===== config.mk =====
export PLATFORM = sky130hd
export DESIGN_NAME = pc_fetch_unit_flat
export DESIGN_NICKNAME = d
export VERILOG_FILES = /design/src/rtl/pc_fetch_unit_if.sv /design/src/rtl/pc_fetch_unit.sv /design/src/flat_wrapper.sv
export SDC_FILE = /design/constraint.sdc
export NUM_CORES = 1
export LEC_CHECK = 0
export ABC_CLOCK_PERIOD_IN_PS = 3100
export CAP_MARGIN = 20
export CORE_AREA = 2 2 100 102
export CTS_CLUSTER_DIAMETER = 80
export DETAILED_ROUTE_END_ITERATION = 10
export DIE_AREA = 0 0 102 104
export DONT_BUFFER_PORTS = 1
export PLACE_DENSITY = 0.69
export SLEW_MARGIN = 20
export SYNTH_ARGS = -nofsm -noshare
export SYNTH_HDL_FRONTEND = slang
export SYNTH_SLANG_ARGS = --single-unit

===== constraint.sdc =====
create_clock -name CLK -period 3.1 [get_ports CLK]
set_input_delay 0.775 -clock CLK [delete_from_list [all_inputs] [get_ports CLK]]
set_output_delay 0.775 -clock CLK [all_outputs]
set_load 0.03 [all_outputs]

===== src/rtl/pc_fetch_unit_if.sv =====
// Instruction-memory handshake between the fetch unit (master) and instruction memory (slave).
interface pc_fetch_unit_if #(
    parameter int DATA_W = 32
);
    logic [DATA_W-1:0] Imem_Addr;
    logic              Imem_Req;
    logic [DATA_W-1:0] Imem_Data;
    logic              Imem_Ready;

    modport master (
        output Imem_Addr,
        output Imem_Req,
        input  Imem_Data,
        input  Imem_Ready
    );

    modport slave (
        input  Imem_Addr,
        input  Imem_Req,
        output Imem_Data,
        output Imem_Ready
    );
endinterface


===== src/rtl/pc_fetch_unit.sv =====
// Program counter and instruction register for the multi-cycle core.
// Fetches are stalled until instruction memory answers; a timeout loads a NOOP.
module pc_fetch_unit #(
    parameter int                 DATA_W        = 32,
    parameter logic [DATA_W-1:0]  RESET_PC      = 32'h0000_0000,
    parameter int                 FETCH_TIMEOUT = 15
) (
    input  logic              CLK,
    input  logic              Reset,
    input  logic              Inst_Reg_Write,
    input  logic              PC_Write_Or,
    input  logic              PC_Write_And,
    input  logic [1:0]        PC_Selector_Source,
    input  logic [1:0]        BorN,
    input  logic              Zero,
    input  logic              Less,
    input  logic [DATA_W-1:0] ALU_Result,
    input  logic [DATA_W-1:0] ALU_Out,
    pc_fetch_unit_if.master   imem,
    output logic [5:0]        Opcode,
    output logic [4:0]        Rs,
    output logic [4:0]        Rt,
    output logic [4:0]        Rd,
    output logic [15:0]       Imm,
    output logic              Stall,
    output logic              Fetch_Error,
    output logic [31:0]       Instr_Count
);

    typedef enum logic {
        S_IDLE = 1'b0,
        S_WAIT = 1'b1
    } state_e;

    localparam logic [7:0] TIMEOUT_LAST = 8'(FETCH_TIMEOUT - 1);

    state_e            state_q, state_d;
    logic [7:0]        cnt_q, cnt_d;
    logic [DATA_W-1:0] pc_q, pc_d;
    logic [DATA_W-1:0] ir_q;
    logic              err_q;
    logic [31:0]       count_q;

    logic              stall_s;
    logic              req_s;
    logic              fetch_done_s;
    logic              timeout_s;
    logic              taken_s;
    logic              pc_we_s;

    // Fetch FSM next state, handshake outputs and fetch events
    always_comb begin
        state_d      = state_q;
        cnt_d        = cnt_q;
        stall_s      = 1'b0;
        req_s        = 1'b0;
        fetch_done_s = 1'b0;
        timeout_s    = 1'b0;
        case (state_q)
            S_IDLE: begin
                req_s = Inst_Reg_Write;
                if (Inst_Reg_Write && imem.Imem_Ready) begin
                    fetch_done_s = 1'b1;
                end else if (Inst_Reg_Write) begin
                    stall_s = 1'b1;
                    state_d = S_WAIT;
                end else begin
                    state_d = S_IDLE;
                end
            end
            S_WAIT: begin
                req_s = 1'b1;
                if (imem.Imem_Ready) begin
                    fetch_done_s = 1'b1;
                    cnt_d        = 8'd0;
                    state_d      = S_IDLE;
                end else if (cnt_q == TIMEOUT_LAST) begin
                    // Last wait cycle: give up, stay stalled so no PC write slips through
                    stall_s   = 1'b1;
                    timeout_s = 1'b1;
                    cnt_d     = 8'd0;
                    state_d   = S_IDLE;
                end else begin
                    stall_s = 1'b1;
                    cnt_d   = cnt_q + 8'd1;
                end
            end
            default: begin
                state_d = S_IDLE;
                cnt_d   = 8'd0;
            end
        endcase
    end

    // Branch resolution and PC next-value selection
    always_comb begin
        taken_s = 1'b0;
        pc_d    = pc_q;
        case (BorN)
            2'b00:   taken_s = Zero;
            2'b01:   taken_s = !Zero;
            2'b10:   taken_s = Less;
            2'b11:   taken_s = Less | Zero;
            default: taken_s = 1'b0;
        endcase
        pc_we_s = PC_Write_Or | (PC_Write_And & taken_s);
        if (pc_we_s && !stall_s) begin
            case (PC_Selector_Source)
                2'b00:   pc_d = ALU_Result;
                2'b01:   pc_d = ALU_Out;
                2'b10:   pc_d = {pc_q[DATA_W-1:28], ir_q[25:0], 2'b00};
                2'b11:   pc_d = pc_q;
                default: pc_d = pc_q;
            endcase
        end else begin
            pc_d = pc_q;
        end
    end

    // State, PC, IR, error flag and instruction counter
    always_ff @(posedge CLK) begin
        if (Reset) begin
            state_q <= S_IDLE;
            cnt_q   <= 8'd0;
            pc_q    <= RESET_PC;
            ir_q    <= '0;
            err_q   <= 1'b0;
            count_q <= 32'd0;
        end else begin
            state_q <= state_d;
            cnt_q   <= cnt_d;
            pc_q    <= pc_d;
            if (fetch_done_s) begin
                ir_q    <= imem.Imem_Data;
                count_q <= count_q + 32'd1;
            end else if (timeout_s) begin
                ir_q  <= '0;
                err_q <= 1'b1;
            end else begin
                ir_q <= ir_q;
            end
        end
    end

    assign imem.Imem_Addr = pc_q;
    assign imem.Imem_Req  = req_s;
    assign Stall          = stall_s;
    assign Opcode         = ir_q[31:26];
    assign Rs             = ir_q[25:21];
    assign Rt             = ir_q[20:16];
    assign Rd             = ir_q[15:11];
    assign Imm            = ir_q[15:0];
    assign Fetch_Error    = err_q;
    assign Instr_Count    = count_q;

endmodule


===== src/flat_wrapper.sv =====
// flat-port wrapper written by rule: the top's interface ports become plain ports
module pc_fetch_unit_flat 
#(
    parameter int                 DATA_W        = 32,
    parameter logic [DATA_W-1:0]  RESET_PC      = 32'h0000_0000,
    parameter int                 FETCH_TIMEOUT = 15
)
  (CLK, Reset, Inst_Reg_Write, PC_Write_Or, PC_Write_And, PC_Selector_Source, BorN, Zero, Less, ALU_Result, ALU_Out, Opcode, Rs, Rt, Rd, Imm, Stall, Fetch_Error, Instr_Count, imem_Imem_Addr, imem_Imem_Req, imem_Imem_Data, imem_Imem_Ready);
  pc_fetch_unit_if #(.DATA_W(DATA_W)) imem_i ();
  input  logic CLK;
  input  logic Reset;
  input  logic Inst_Reg_Write;
  input  logic PC_Write_Or;
  input  logic PC_Write_And;
  input  logic [1:0] PC_Selector_Source;
  input  logic [1:0] BorN;
  input  logic Zero;
  input  logic Less;
  input  logic [DATA_W-1:0] ALU_Result;
  input  logic [DATA_W-1:0] ALU_Out;
  output logic [5:0] Opcode;
  output logic [4:0] Rs;
  output logic [4:0] Rt;
  output logic [4:0] Rd;
  output logic [15:0] Imm;
  output logic Stall;
  output logic Fetch_Error;
  output logic [31:0] Instr_Count;
  output wire logic [$bits(imem_i.Imem_Addr)-1:0] imem_Imem_Addr;
  output wire logic [$bits(imem_i.Imem_Req)-1:0] imem_Imem_Req;
  input wire logic [$bits(imem_i.Imem_Data)-1:0] imem_Imem_Data;
  input wire logic [$bits(imem_i.Imem_Ready)-1:0] imem_Imem_Ready;
  assign imem_Imem_Addr = imem_i.Imem_Addr;
  assign imem_Imem_Req = imem_i.Imem_Req;
  assign imem_i.Imem_Data = imem_Imem_Data;
  assign imem_i.Imem_Ready = imem_Imem_Ready;
  pc_fetch_unit #(.DATA_W(DATA_W), .RESET_PC(RESET_PC), .FETCH_TIMEOUT(FETCH_TIMEOUT)) u_core (.CLK(CLK), .Reset(Reset), .Inst_Reg_Write(Inst_Reg_Write), .PC_Write_Or(PC_Write_Or), .PC_Write_And(PC_Write_And), .PC_Selector_Source(PC_Selector_Source), .BorN(BorN), .Zero(Zero), .Less(Less), .ALU_Result(ALU_Result), .ALU_Out(ALU_Out), .imem(imem_i), .Opcode(Opcode), .Rs(Rs), .Rt(Rt), .Rd(Rd), .Imm(Imm), .Stall(Stall), .Fetch_Error(Fetch_Error), .Instr_Count(Instr_Count));
endmodule

==> impl_metrics.py <==
metrics = {
    "placement": {
        "placed_cells": 713,
        "gp_congestion": 0.791,
        "post-place-ws_ns": 0.618,
        "dpl.hpwl_um": 9620,
        "portBuffers": 0,
    },
    "clock_tree": {
        "numCtsBuffers": 9,
        "clk_path_buf_depth": 2,
        "cts_hold_buffers": 0,
        "cts_tree": "built",
        "clock_latency_ns": 0.38,
        "cts-resized-gates": 0,
        "cts-htree-levels": 3,
        "postCtsSetupBuffers": 0,
        "cts_sinks": 106,
        "clk_pin_slew_worst_paths_ns": 0.10,
        "cts_root_buf": "clkbuf_8",
    },
    "cells_and_area": {
        "final_nets": 705,
        "num-fill-cells": 888,
        "area_growth_pct": 4.09,
        "instances_no_fill": 729,
        "insertedDiodeCount": 0,
        "drive_gt1_share_pct": 5.87,
    },
    "timing": {
        "fin_skew_ns": 0.0192,
        "fin_setup_tns_ns": 0,
        "fin_crit_ns": 2.24,
        "hold_viol_final": 0,
        "worst_pin_slew_ns": 1.03,
        "finalWorstSetupSlack_ns": 0.856,
        "rsz0062_at_grt": "no",
        "slew_violations": 0,
        "timing.fmax_mhz": 446,
        "finalCritPeriodShare_pct": 72.4,
        "relSlewSlack_pct": 31.4,
        "setup_viol": 0,
    },
    "setup_path": {
        "worst_path_max_delay_cell": "dfxtp_1",
        "critical_path_arrival_ns": 2.51,
        "crit_fanout": 8,
        "startpoint_type": "flip-flop",
        "end_kind": "flip-flop",
        "critPathKind": "reg -> reg",
        "critPathMaxStageDelay_ns": 0.62,
        "worstPathRequired_ns": 3.36,
        "cp_cell_sequence": "ha_1, o2111a_1, nand2_1, nor4_1, mux2_1",
    },
    "power_and_ir_drop": {
        "total_power_uw": 2630,
        "switching_share_pct": 31.1,
        "pwr-share-seq_pct": 59.6,
        "leakage_uw": 0.00176,
        "p_sw_uw": 820,
        "pwr-share-clk_pct": 30.2,
        "max-vdd-ir-drop_mv": 0.297,
        "share_comb_of_total_power_pct": 10.2,
        "power_density_nw_per_um2": 495,
        "p_int_uw": 1810,
    },
    "global_routing": {
        "antenna_found_initial": 0,
        "gr-total-overflow": 0,
        "grt_max_degree": 114,
        "track_usage_pct": 25.9,
        "grt_pass1_wl_um": 22200,
        "grt_pass1_vias": 4366,
    },
    "routing": {
        "ant_nets": 0,
        "routed_via_density": 6.43,
        "drt_iter0_drc": 284,
        "via_count": 4689,
        "drt-total-wl_um": 13900,
        "dr.pass1.iters": 5,
        "wl_per_cell_um": 19.1,
        "drt_drc_violations_left": 0,
    },
    "run_status": {
        "outcome": "finished, final reports clean",
    },
    "yosys": {
        "synth_top_area_share_pct": 41.6,
        "synth_area_leaders": "dfxtp_1 (42%), a22oi_1 (8.5%), o21ai_0 (5.8%), a21oi_1 (4.9%), nor2_1 (4.2%)",
        "synth_area_leader_cell": "dfxtp_1",
        "synth_ff_type": "dfxtp_1",
        "ys_seq_area_share_pct": 41.6,
        "syn-instance-count": 627,
        "synth-edff-count": 0,
        "yosysWarnings": 0,
        "postSynth.asyncResetShare_pct": 0,
        "yosysUniqueCellTypes": 51,
        "syn_nets": 741,
        "avgSynthCellArea_um2": 8.14,
        "syn_area_um2": 5100,
        "ys_seq_elements": 106,
    },
    "job": {
        "maxCapViolations": 0,
    },
    "die": {
        "dieWidth_um": 102,
        "start_util_pct": 53.4,
        "fp-row-count": 36,
        "fp.dieH_um": 104,
        "top_level_ports": 212,
        "core_area_um2": 9550,
        "die-area_um2": 10600,
    },
    "hold_path": {
        "hold_path_class": "in -> reg",
    },
}
==> per-layer routing <==
metal  vias up  routed length, um  global-route usage (%)
met3        25               1190                    6.65
met2       205               6960                    43.6
li1       2230                  -                       -
met4         0                297                    10.3
met1      2229               5500                    31.1
met5         -                  0                       0
==> flip-flops by register name, indices dropped and copies added (netlist names) <==
name                   count
u_core.imem.Imem_Addr     32
u_core.cnt_q               8
u_core.state_q             1
u_core.Instr_Count        32
u_core.ir_q               32
u_core.Fetch_Error         1
==> through the flow <==
step	cell area (um^2)	hold WS (ns)	util, %
final	5310	0.465	55.6
after floorplan	5100	0.452	-
after CTS	5310	0.441	55.6
after detailed placement	5140	0.479	53.8
after global placement	5140	0.469	53.8
after global routing	5310	0.436	55.6
==> power by group through the flow <==
stage          Clock, uW  Sequential (uW)  Combinational (uW)
6_report             794             1570                 268
5_1_grt              861             1580                 303
4_1_cts              812             1570                 267
3_5_place_dp           0             1600                 266
3_3_place_gp           0             1600                 256
2_1_floorplan          0             1570                 240
==> critical path, delay by kind of cell (launching register included) <==
family          cells  cell delay (ns)
simple gates        2             0.55
mux                 1             0.35
compound gates      1             0.33
flops               1             0.62
fa+ha+maj           1             0.28
==> area by class of cell <==
cell class | count | area [um^2] | area share [%]
clock buffer | 10 | 128 | 2.40
sequential | 106 | 2120 | 39.9
clock inverter | 6 | 47.5 | 0.895
inverter | 12 | 45.0 | 0.848
multi-input combinational | 452 | 2720 | 51.1
timing repair buffer | 10 | 87.6 | 1.65
tap | 133 | 166 | 3.13
==> logic make-up (layout without fill, tap and decap cells) <==
family	after synthesis	after routing	synth area share [%]
buffers and inverters	69	38	5.69
flip-flops	106	106	41.6
AO/OA/AOI/OAI	202	202	25.1
multiplexers	8	8	1.74
XOR/XNOR	11	11	1.89
AND/OR/NAND/NOR	225	225	22.6
adder cells (fa/ha/maj)	6	6	1.47
==> final timing paths <==
check                                             end  cells past startpoint  slack (ns)                                from
setup / recovery  u_core.Instr_Count[28]$_SDFFE_PP0P_                      5        0.86  u_core.Instr_Count[0]$_SDFFE_PP0P_
hold reg to reg          u_core.cnt_q[7]$_SDFFE_PP0P_                      1        0.50        u_core.cnt_q[7]$_SDFFE_PP0P_
setup reg to reg  u_core.Instr_Count[28]$_SDFFE_PP0P_                      5        0.86  u_core.Instr_Count[0]$_SDFFE_PP0P_
hold / removal    u_core.Instr_Count[22]$_SDFFE_PP0P_                      1        0.47                               Reset
==> layout by cell type, fill, tap and decap left out, types with 7 or more instances in the layout <==
master	instances
a21oi_1	50
a22oi_1	58
a311oi_1	9
buf_4	9
clkbuf_8	9
dfxtp_1	106
inv_1	12
mux2_1	7
nand2_1	49
nand3_1	36
nand4_1	13
nor2_1	57
nor2b_1	7
nor3_1	11
nor4_1	7
o21ai_0	59
o31ai_1	7
or4_1	7
==> synthesized netlist by cell type, types with 2 or more instances <==
cell,n
or3_1,6
a311oi_1,9
xnor2_1,6
nand2b_1,3
mux2_1,7
o21ai_0,59
a41oi_1,2
dfxtp_1,106
buf_1,6
a31oi_1,5
and4_1,6
nand3_1,36
buf_4,5
nand4_1,13
and3_1,5
nor4_1,7
o31ai_1,7
a22oi_1,58
nor3b_1,2
buf_2,10
nor3_2,2
nor2_1,57
a21oi_1,50
ha_1,6
clkbuf_1,36
nor3_1,11
nand4b_1,3
nor2b_1,7
inv_1,12
nand2_1,49
nand3b_1,4
xor2_1,5
o41ai_1,3
or4_1,7
Power figures use the tool's default switching activity.
